[src/rtl/alu_mc_pkg.sv]
// Shared funct encodings, FSM state constants and the result flag bundle for alu_mc.
// Latency and back-pressure are properties of alu_mc itself; this package only defines types.
package alu_mc_pkg;

  localparam logic [5:0] F_AND   = 6'b100100;
  localparam logic [5:0] F_OR    = 6'b100101;
  localparam logic [5:0] F_ADD   = 6'b100000;
  localparam logic [5:0] F_SUB   = 6'b100010;
  localparam logic [5:0] F_SLT   = 6'b101010;
  localparam logic [5:0] F_SLL   = 6'b000000;
  localparam logic [5:0] F_SRL   = 6'b000010;
  localparam logic [5:0] F_MULTU = 6'b011001;
  localparam logic [5:0] F_MFHI  = 6'b010000;
  localparam logic [5:0] F_MFLO  = 6'b010010;

  localparam logic [0:0] S_IDLE = 1'b0;
  localparam logic [0:0] S_MUL  = 1'b1;

  typedef struct packed {
    logic zero;
    logic overflow;
    logic illegal;
  } flags_t;

endpackage

[src/rtl/alu_mc_if.sv]
// Issue/result bundle between decode and writeback: valid/ready on both sides.
// The ALU side uses the slave modport, the decode/writeback side the master modport.
interface alu_mc_if #(
  parameter int WIDTH = 32
);
  logic             in_valid;
  logic             in_ready;
  logic [WIDTH-1:0] dataA;
  logic [WIDTH-1:0] dataB;
  logic [5:0]       Signal;
  logic             out_valid;
  logic             out_ready;
  logic [WIDTH-1:0] dataOut;
  logic             zero;
  logic             overflow;
  logic             illegal;

  modport master (
    output in_valid, dataA, dataB, Signal, out_ready,
    input  in_ready, out_valid, dataOut, zero, overflow, illegal
  );

  modport slave (
    input  in_valid, dataA, dataB, Signal, out_ready,
    output in_ready, out_valid, dataOut, zero, overflow, illegal
  );
endinterface

[src/rtl/alu_mc_mul_seq.sv]
// Shift-add unsigned multiplier: first step on the start cycle, WIDTH steps total, done with product on the last.
// No back-pressure: the caller only starts it when it can take the product.
module alu_mc_mul_seq #(
  parameter int WIDTH = 32
) (
  input  logic                 clk,
  input  logic                 reset,
  input  logic                 start,
  input  logic [WIDTH-1:0]     a,
  input  logic [WIDTH-1:0]     b,
  output logic                 done,
  output logic [2*WIDTH-1:0]   product
);
  localparam int CW = $clog2(WIDTH + 1);

  logic [WIDTH-1:0]   mcand_q, mcand_d;
  logic [2*WIDTH-1:0] acc_q, acc_d, step_in;
  logic [CW-1:0]      cnt_q, cnt_d;
  logic               busy_q, busy_d;
  logic [WIDTH-1:0]   addend;
  logic [WIDTH:0]     sum;

  // acc holds {partial high, remaining multiplier bits}; each step adds and shifts right by one
  always_comb begin
    step_in = start ? {{WIDTH{1'b0}}, b} : acc_q;
    addend  = step_in[0] ? (start ? a : mcand_q) : {WIDTH{1'b0}};
    sum     = {1'b0, step_in[2*WIDTH-1:WIDTH]} + {1'b0, addend};
    acc_d   = {sum, step_in[WIDTH-1:1]};
    mcand_d = start ? a : mcand_q;
    busy_d  = busy_q;
    cnt_d   = cnt_q;
    done    = 1'b0;
    if (start) begin
      busy_d = 1'b1;
      cnt_d  = CW'(WIDTH - 1);
    end else if (busy_q) begin
      cnt_d = cnt_q - CW'(1);
      if (cnt_q == CW'(1)) begin
        busy_d = 1'b0;
        done   = 1'b1;
      end
    end else begin
      acc_d = acc_q;
    end
    product = acc_d;
  end

  always_ff @(posedge clk) begin
    if (reset) begin
      mcand_q <= '0;
      acc_q   <= '0;
      cnt_q   <= '0;
      busy_q  <= 1'b0;
    end else begin
      mcand_q <= mcand_d;
      acc_q   <= acc_d;
      cnt_q   <= cnt_d;
      busy_q  <= busy_d;
    end
  end
endmodule

[src/rtl/alu_mc.sv]
// Multi-cycle ALU with registered result: latency 1 for single-cycle ops, WIDTH for MULTU into HI/LO.
// Output holds while out_valid && !out_ready; in_ready drops during MUL and while the result slot is blocked.
module alu_mc
  import alu_mc_pkg::*;
#(
  parameter int WIDTH      = 32,
  parameter bit ENABLE_MUL = 1'b1
) (
  input logic    clk,
  input logic    reset,
  alu_mc_if.slave bus
);
  localparam int SHW = $clog2(WIDTH);

  logic [0:0]         state_q, state_d;
  logic               out_valid_q, out_valid_d;
  logic [WIDTH-1:0]   data_q, data_d;
  flags_t             flags_q, flags_d;
  logic [WIDTH-1:0]   hi_q, hi_d, lo_q, lo_d;

  logic [WIDTH-1:0]   a, b, sum, diff, res;
  logic [SHW-1:0]     shamt;
  logic               ovf_add, ovf_sub, lt, ovf, op_ill, is_mul_op;
  logic               accept, mul_start, mul_done;
  logic [2*WIDTH-1:0] mul_prod;
  flags_t             res_flags;

  assign a       = bus.dataA;
  assign b       = bus.dataB;
  assign sum     = a + b;
  assign diff    = a - b;
  assign ovf_add = (a[WIDTH-1] == b[WIDTH-1]) && (sum[WIDTH-1] != a[WIDTH-1]);
  assign ovf_sub = (a[WIDTH-1] != b[WIDTH-1]) && (diff[WIDTH-1] != a[WIDTH-1]);
  // the raw sign of a-b lies exactly when the subtraction overflowed
  assign lt      = diff[WIDTH-1] ^ ovf_sub;
  assign shamt   = b[SHW-1:0];

  assign bus.in_ready = !reset && (state_q == S_IDLE) && (!out_valid_q || bus.out_ready);
  assign accept       = bus.in_valid && bus.in_ready;

  always_comb begin
    res       = '0;
    ovf       = 1'b0;
    op_ill    = 1'b0;
    is_mul_op = 1'b0;
    case (bus.Signal)
      F_AND:   res = a & b;
      F_OR:    res = a | b;
      F_ADD:   begin res = sum;  ovf = ovf_add; end
      F_SUB:   begin res = diff; ovf = ovf_sub; end
      F_SLT:   res = {{(WIDTH-1){1'b0}}, lt};
      F_SLL:   res = a << shamt;
      F_SRL:   res = a >> shamt;
      F_MULTU: if (ENABLE_MUL) is_mul_op = 1'b1; else op_ill = 1'b1;
      F_MFHI:  if (ENABLE_MUL) res = hi_q;      else op_ill = 1'b1;
      F_MFLO:  if (ENABLE_MUL) res = lo_q;      else op_ill = 1'b1;
      default: op_ill = 1'b1;
    endcase
    res_flags.zero     = (res == '0);
    res_flags.overflow = ovf;
    res_flags.illegal  = op_ill;
  end

  always_comb begin
    state_d     = state_q;
    out_valid_d = out_valid_q;
    data_d      = data_q;
    flags_d     = flags_q;
    hi_d        = hi_q;
    lo_d        = lo_q;
    mul_start   = 1'b0;
    if (out_valid_q && bus.out_ready) out_valid_d = 1'b0;
    if (accept) begin
      if (is_mul_op) begin
        state_d   = S_MUL;
        mul_start = 1'b1;
      end else begin
        out_valid_d = 1'b1;
        data_d      = res;
        flags_d     = res_flags;
      end
    end
    if ((state_q == S_MUL) && mul_done) begin
      {hi_d, lo_d}     = mul_prod;
      data_d           = mul_prod[WIDTH-1:0];
      flags_d          = '0;
      flags_d.zero     = (mul_prod[WIDTH-1:0] == '0);
      out_valid_d      = 1'b1;
      state_d          = S_IDLE;
    end
  end

  always_ff @(posedge clk) begin
    if (reset) begin
      state_q     <= S_IDLE;
      out_valid_q <= 1'b0;
      data_q      <= '0;
      flags_q     <= '0;
      hi_q        <= '0;
      lo_q        <= '0;
    end else begin
      state_q     <= state_d;
      out_valid_q <= out_valid_d;
      data_q      <= data_d;
      flags_q     <= flags_d;
      hi_q        <= hi_d;
      lo_q        <= lo_d;
    end
  end

  generate
    if (ENABLE_MUL) begin : g_mul
      alu_mc_mul_seq #(.WIDTH(WIDTH)) u_mul (
        .clk     (clk),
        .reset   (reset),
        .start   (mul_start),
        .a       (a),
        .b       (b),
        .done    (mul_done),
        .product (mul_prod)
      );
    end else begin : g_nomul
      assign mul_done = 1'b0;
      assign mul_prod = '0;
    end
  endgenerate

  assign bus.out_valid = out_valid_q;
  assign bus.dataOut   = data_q;
  assign bus.zero      = flags_q.zero;
  assign bus.overflow  = flags_q.overflow;
  assign bus.illegal   = flags_q.illegal;
endmodule
[src/flat_wrapper.sv]
// flat-port wrapper written by rule: the top's interface ports become plain ports
module alu_mc_flat import alu_mc_pkg::*;
#(
  parameter int WIDTH      = 32,
  parameter bit ENABLE_MUL = 1'b1
)
  (clk, reset, bus_in_valid, bus_dataA, bus_dataB, bus_Signal, bus_out_ready, bus_in_ready, bus_out_valid, bus_dataOut, bus_zero, bus_overflow, bus_illegal);
  alu_mc_if #(.WIDTH(WIDTH)) bus_i ();
  input logic clk;
  input logic reset;
  input wire logic [$bits(bus_i.in_valid)-1:0] bus_in_valid;
  input wire logic [$bits(bus_i.dataA)-1:0] bus_dataA;
  input wire logic [$bits(bus_i.dataB)-1:0] bus_dataB;
  input wire logic [$bits(bus_i.Signal)-1:0] bus_Signal;
  input wire logic [$bits(bus_i.out_ready)-1:0] bus_out_ready;
  output wire logic [$bits(bus_i.in_ready)-1:0] bus_in_ready;
  output wire logic [$bits(bus_i.out_valid)-1:0] bus_out_valid;
  output wire logic [$bits(bus_i.dataOut)-1:0] bus_dataOut;
  output wire logic [$bits(bus_i.zero)-1:0] bus_zero;
  output wire logic [$bits(bus_i.overflow)-1:0] bus_overflow;
  output wire logic [$bits(bus_i.illegal)-1:0] bus_illegal;
  assign bus_i.in_valid = bus_in_valid;
  assign bus_i.dataA = bus_dataA;
  assign bus_i.dataB = bus_dataB;
  assign bus_i.Signal = bus_Signal;
  assign bus_i.out_ready = bus_out_ready;
  assign bus_in_ready = bus_i.in_ready;
  assign bus_out_valid = bus_i.out_valid;
  assign bus_dataOut = bus_i.dataOut;
  assign bus_zero = bus_i.zero;
  assign bus_overflow = bus_i.overflow;
  assign bus_illegal = bus_i.illegal;
  alu_mc #(.WIDTH(WIDTH), .ENABLE_MUL(ENABLE_MUL)) u_core (.clk(clk), .reset(reset), .bus(bus_i));
endmodule
[config.mk]
export PLATFORM = sky130hd
export DESIGN_NAME = alu_mc_flat
export DESIGN_NICKNAME = d
export VERILOG_FILES = /design/src/rtl/alu_mc_pkg.sv /design/src/rtl/alu_mc_if.sv /design/src/rtl/alu_mc_mul_seq.sv /design/src/rtl/alu_mc.sv /design/src/flat_wrapper.sv
export SDC_FILE = /design/constraint.sdc
export NUM_CORES = 1
export LEC_CHECK = 0
export BUFFER_PORTS_ARGS = -buffer_cell sky130_fd_sc_hd__buf_2
export CORE_ASPECT_RATIO = 0.7
export CORE_UTILIZATION = 40
export DETAILED_ROUTE_END_ITERATION = 12
export PLACE_DENSITY = 0.65
export SYNTH_ARGS = -nofsm -noshare
export SYNTH_HDL_FRONTEND = slang
export SYNTH_SLANG_ARGS = --single-unit
[constraint.sdc]
create_clock -name clk -period 7.85 [get_ports clk]
set_input_delay 1.57 -clock clk [delete_from_list [all_inputs] [get_ports clk]]
set_output_delay 1.57 -clock clk [all_outputs]
set_load 0.01 [all_outputs]
==> flow_summary.json <==
{
  "placed_area_mm2": 0.0204,
  "grt_pass1_vias": 19400,
  "vdd_drop_max_mv": 0.191,
  "grt.busiest_layer": "met1",
  "critical_path_class": "input pin to register",
  "avgSynthCellArea_um2": 7.75,
  "power_mw": 3.00,
  "synth-seq-area-share_pct": 21.4,
  "overflow": 0,
  "track_usage_pct": 38.7,
  "finalHoldViolCount": 0,
  "slew_headroom_pct": 7.66,
  "ios": 111,
  "worst_setup_path_start_kind": "input pin",
  "critPathMaxFanout": 9,
  "cts_resized": 0,
  "wl_per_cell_um": 30.8,
  "areaGrowthSynthToFinish_pct": 11.0,
  "ys.flop_type": "dfxtp_1",
  "die-area_mm2": 0.0485,
  "grt_pass1_wl_um": 138000,
  "ant_nets": 0,
  "power_density_mw_per_mm2": 142,
  "dp_hpwl_um": 74900,
  "worst_pin_slew_ns": 1.35,
  "cts_htree_levels": 1,
  "post-route-period-util_pct": 90.5,
  "numCtsBuffers": 23,
  "grt_max_degree": 92,
  "hp-class": "register to register",
  "leakagePower_nw": 9.17,
  "clock_sinks": 204,
  "vias": 21300,
  "r2r_setup_slack_ns": 2.46,
  "syn-cell-area_mm2": 0.0191,
  "drcViolationCount": 0,
  "fin_tns_setup_ns": 0,
  "synth.net_count": 2673,
  "io_buffers": 110,
  "cp_data_arrival_time_ns": 7.60,
  "n_fill_cell": 4719,
  "min_period_ns": 7.10,
  "gr-usage-met1_pct": 55.5,
  "outcome": "finished, final reports clean",
  "drt_iter0_markers": 3317,
  "fp.dieW_um": 263,
  "met3_usage_pct": 14.2,
  "end_kind": "register",
  "setup_viol_count_final": 0,
  "synth-edff-count": 0,
  "core_mm2": 0.0467,
  "clkTransAtPathRegs_ns": 0.07,
  "timing.hold.ws_ns": 0.446,
  "clock_latency_ns": 0.56,
  "place_congestion": 1.08,
  "postCtsHoldBufs": 0,
  "synthCells": 2459,
  "ctsLongestPathBuffers": 3,
  "fin_area_mm2": 0.0211,
  "drive_gt1_share_pct": 14.1,
  "synth_warnings": 0,
  "cts_tree": "done",
  "rows": 66,
  "rsz0062_at_grt": "no",
  "fmax_ghz": 0.141,
  "start_util_pct": 40.8,
  "synth.distinct_cells": 89,
  "ys_ff_latch": 204,
  "ys_async_sr_fraction_pct": 0,
  "drt-total-wl_um": 96400,
  "finClkSkew_ns": 0.0294,
  "drv_cap": 0,
  "cts_root_buffer": "clkbuf_16",
  "post_drt_via_cell_ratio": 6.81,
  "use_met2_pct": 53.3,
  "antenna_found_initial": 1,
  "nets": 2715,
  "crit_required_ns": 8.35,
  "postCtsSetupBuffers": 0,
  "first_pass_iters": 6,
  "fin_util_pct": 45.2,
  "maxSlewViolCount": 0,
  "dieHeight_um": 185
}
-- metal layers --
layer	vias up	routed length [um]	share of wire, %
li1	9161	-	-
met5	-	0	0
met1	10500	42000	44
met4	0	3230	3.4
met3	197	14200	15
met2	1459	36900	38
-- Yosys cell counts, drive strengths merged, types with 50 or more instances --
master	instances	area share, %
a211oi	51	2.0
a21oi	185	4.9
nor2	319	6.3
nor3	56	1.5
nand2	224	4.4
ha	136	8.9
dfxtp	204	21
clkbuf	145	2.9
nand3	50	1.3
mux4	51	6.0
inv	111	2.2
o21ai	86	2.3
mux2i	121	6.4
-- layout make-up --
cell class | instances | area (um^2) | share of cell area, %
Inverter | 113 | 424 | 2.01
Multi-Input combinational cell | 1962 | 13900 | 65.6
Tap cell | 612 | 766 | 3.62
Timing Repair Buffer | 197 | 1220 | 5.79
Sequential cell | 204 | 4090 | 19.3
Clock inverter | 7 | 88.8 | 0.420
Antenna cell | 1 | 2.50 | 0.0118
Clock buffer | 33 | 673 | 3.18
-- path summary, 6_finish.rpt --
path / to / cells after the start / from
max: u_core.bus.zero / 26 / bus_dataA[1]
min: u_core.g_mul.u_mul.acc_q[60] / 2 / u_core.g_mul.u_mul.acc_q[60]
max reg2reg: u_core.hi_q[30] / 19 / u_core.bus.out_valid
min reg2reg: u_core.g_mul.u_mul.acc_q[60] / 2 / u_core.g_mul.u_mul.acc_q[60]
-- flip-flops by register name, summed over array words and instances, names as in the netlist, 6 cells and up --
signal                      count
u_core.lo_q                    32
u_core.g_mul.u_mul.acc_q       64
u_core.hi_q                    32
u_core.g_mul.u_mul.mcand_q     32
u_core.bus.dataOut             32
u_core.g_mul.u_mul.cnt_q        6
-- stage by stage --
stage / instances / worst slack (ns)
6_report: 3129 / 0.747
3_5_place_dp: 3088 / 0.292
5_1_grt: 3128 / 0.247
4_1_cts: 3128 / 0.841
3_3_place_gp: 3088 / 0.440
2_1_floorplan: 2459 / 0.158
-- cell usage in the layout, fill, tap and decap left out, types with 22 or more instances in the layout --
cell type / instances
nand2_1: 223
a211oi_1: 51
nand3_1: 49
inv_1: 108
a31oi_1: 22
mux2_2: 27
buf_2: 108
ha_1: 136
nor3_1: 55
xnor2_1: 24
o22ai_1: 23
nand4_1: 26
o21ai_0: 79
mux2i_1: 119
clkbuf_16: 23
buf_4: 87
o22a_1: 23
o211ai_1: 23
nand2b_1: 26
dfxtp_1: 203
and2_1: 48
nor2_1: 312
a21oi_1: 185
mux4_2: 51
a221oi_1: 40
a21o_1: 35
-- power by group --
| part | total, mW | leakage [nW] | switching, mW | internal, mW |
|---|---|---|---|---|
| Clock | 1.10 | 0.378 | 0.469 | 0.636 |
| Sequential | 1.05 | 1.64 | 0.00555 | 1.04 |
| Combinational | 0.846 | 7.15 | 0.573 | 0.273 |
| Total | 3.00 | 9.17 | 1.05 | 1.95 |
-- critical path, stage by stage --
cell and delay (ns):
buf_2 0.17, inv_1 0.12, ha_1 0.30, o21bai_1 0.19, a2111oi_1 0.15, nor4b_1 0.52
o22ai_1 0.38, o311ai_1 0.40, buf_4 0.19, a21oi_1 0.09, or2_0 0.26, o21bai_1 0.15
a21oi_1 0.08, o21bai_1 0.14, a21oi_1 0.12, fa_1 0.38, a31oi_1 0.14, o22ai_1 0.09
nor3_1 0.20, nand4_1 0.17, or4_1 0.45, or4_1 0.39, or3_1 0.33, nor4_1 0.34
nand4b_1 0.15, o21ai_1 0.14
-- cells by family after synthesis --
group	synth area share (%)
multiplexers	14.4
flip-flops	21.4
XOR/XNOR	1.88
AND/OR/NAND/NOR	21.6
AO/OA/AOI/OAI	25.4
adder cells (fa/ha/maj)	9.35
buffers and inverters	5.94
No activity file was read; power rests on OpenSTA's default activity.
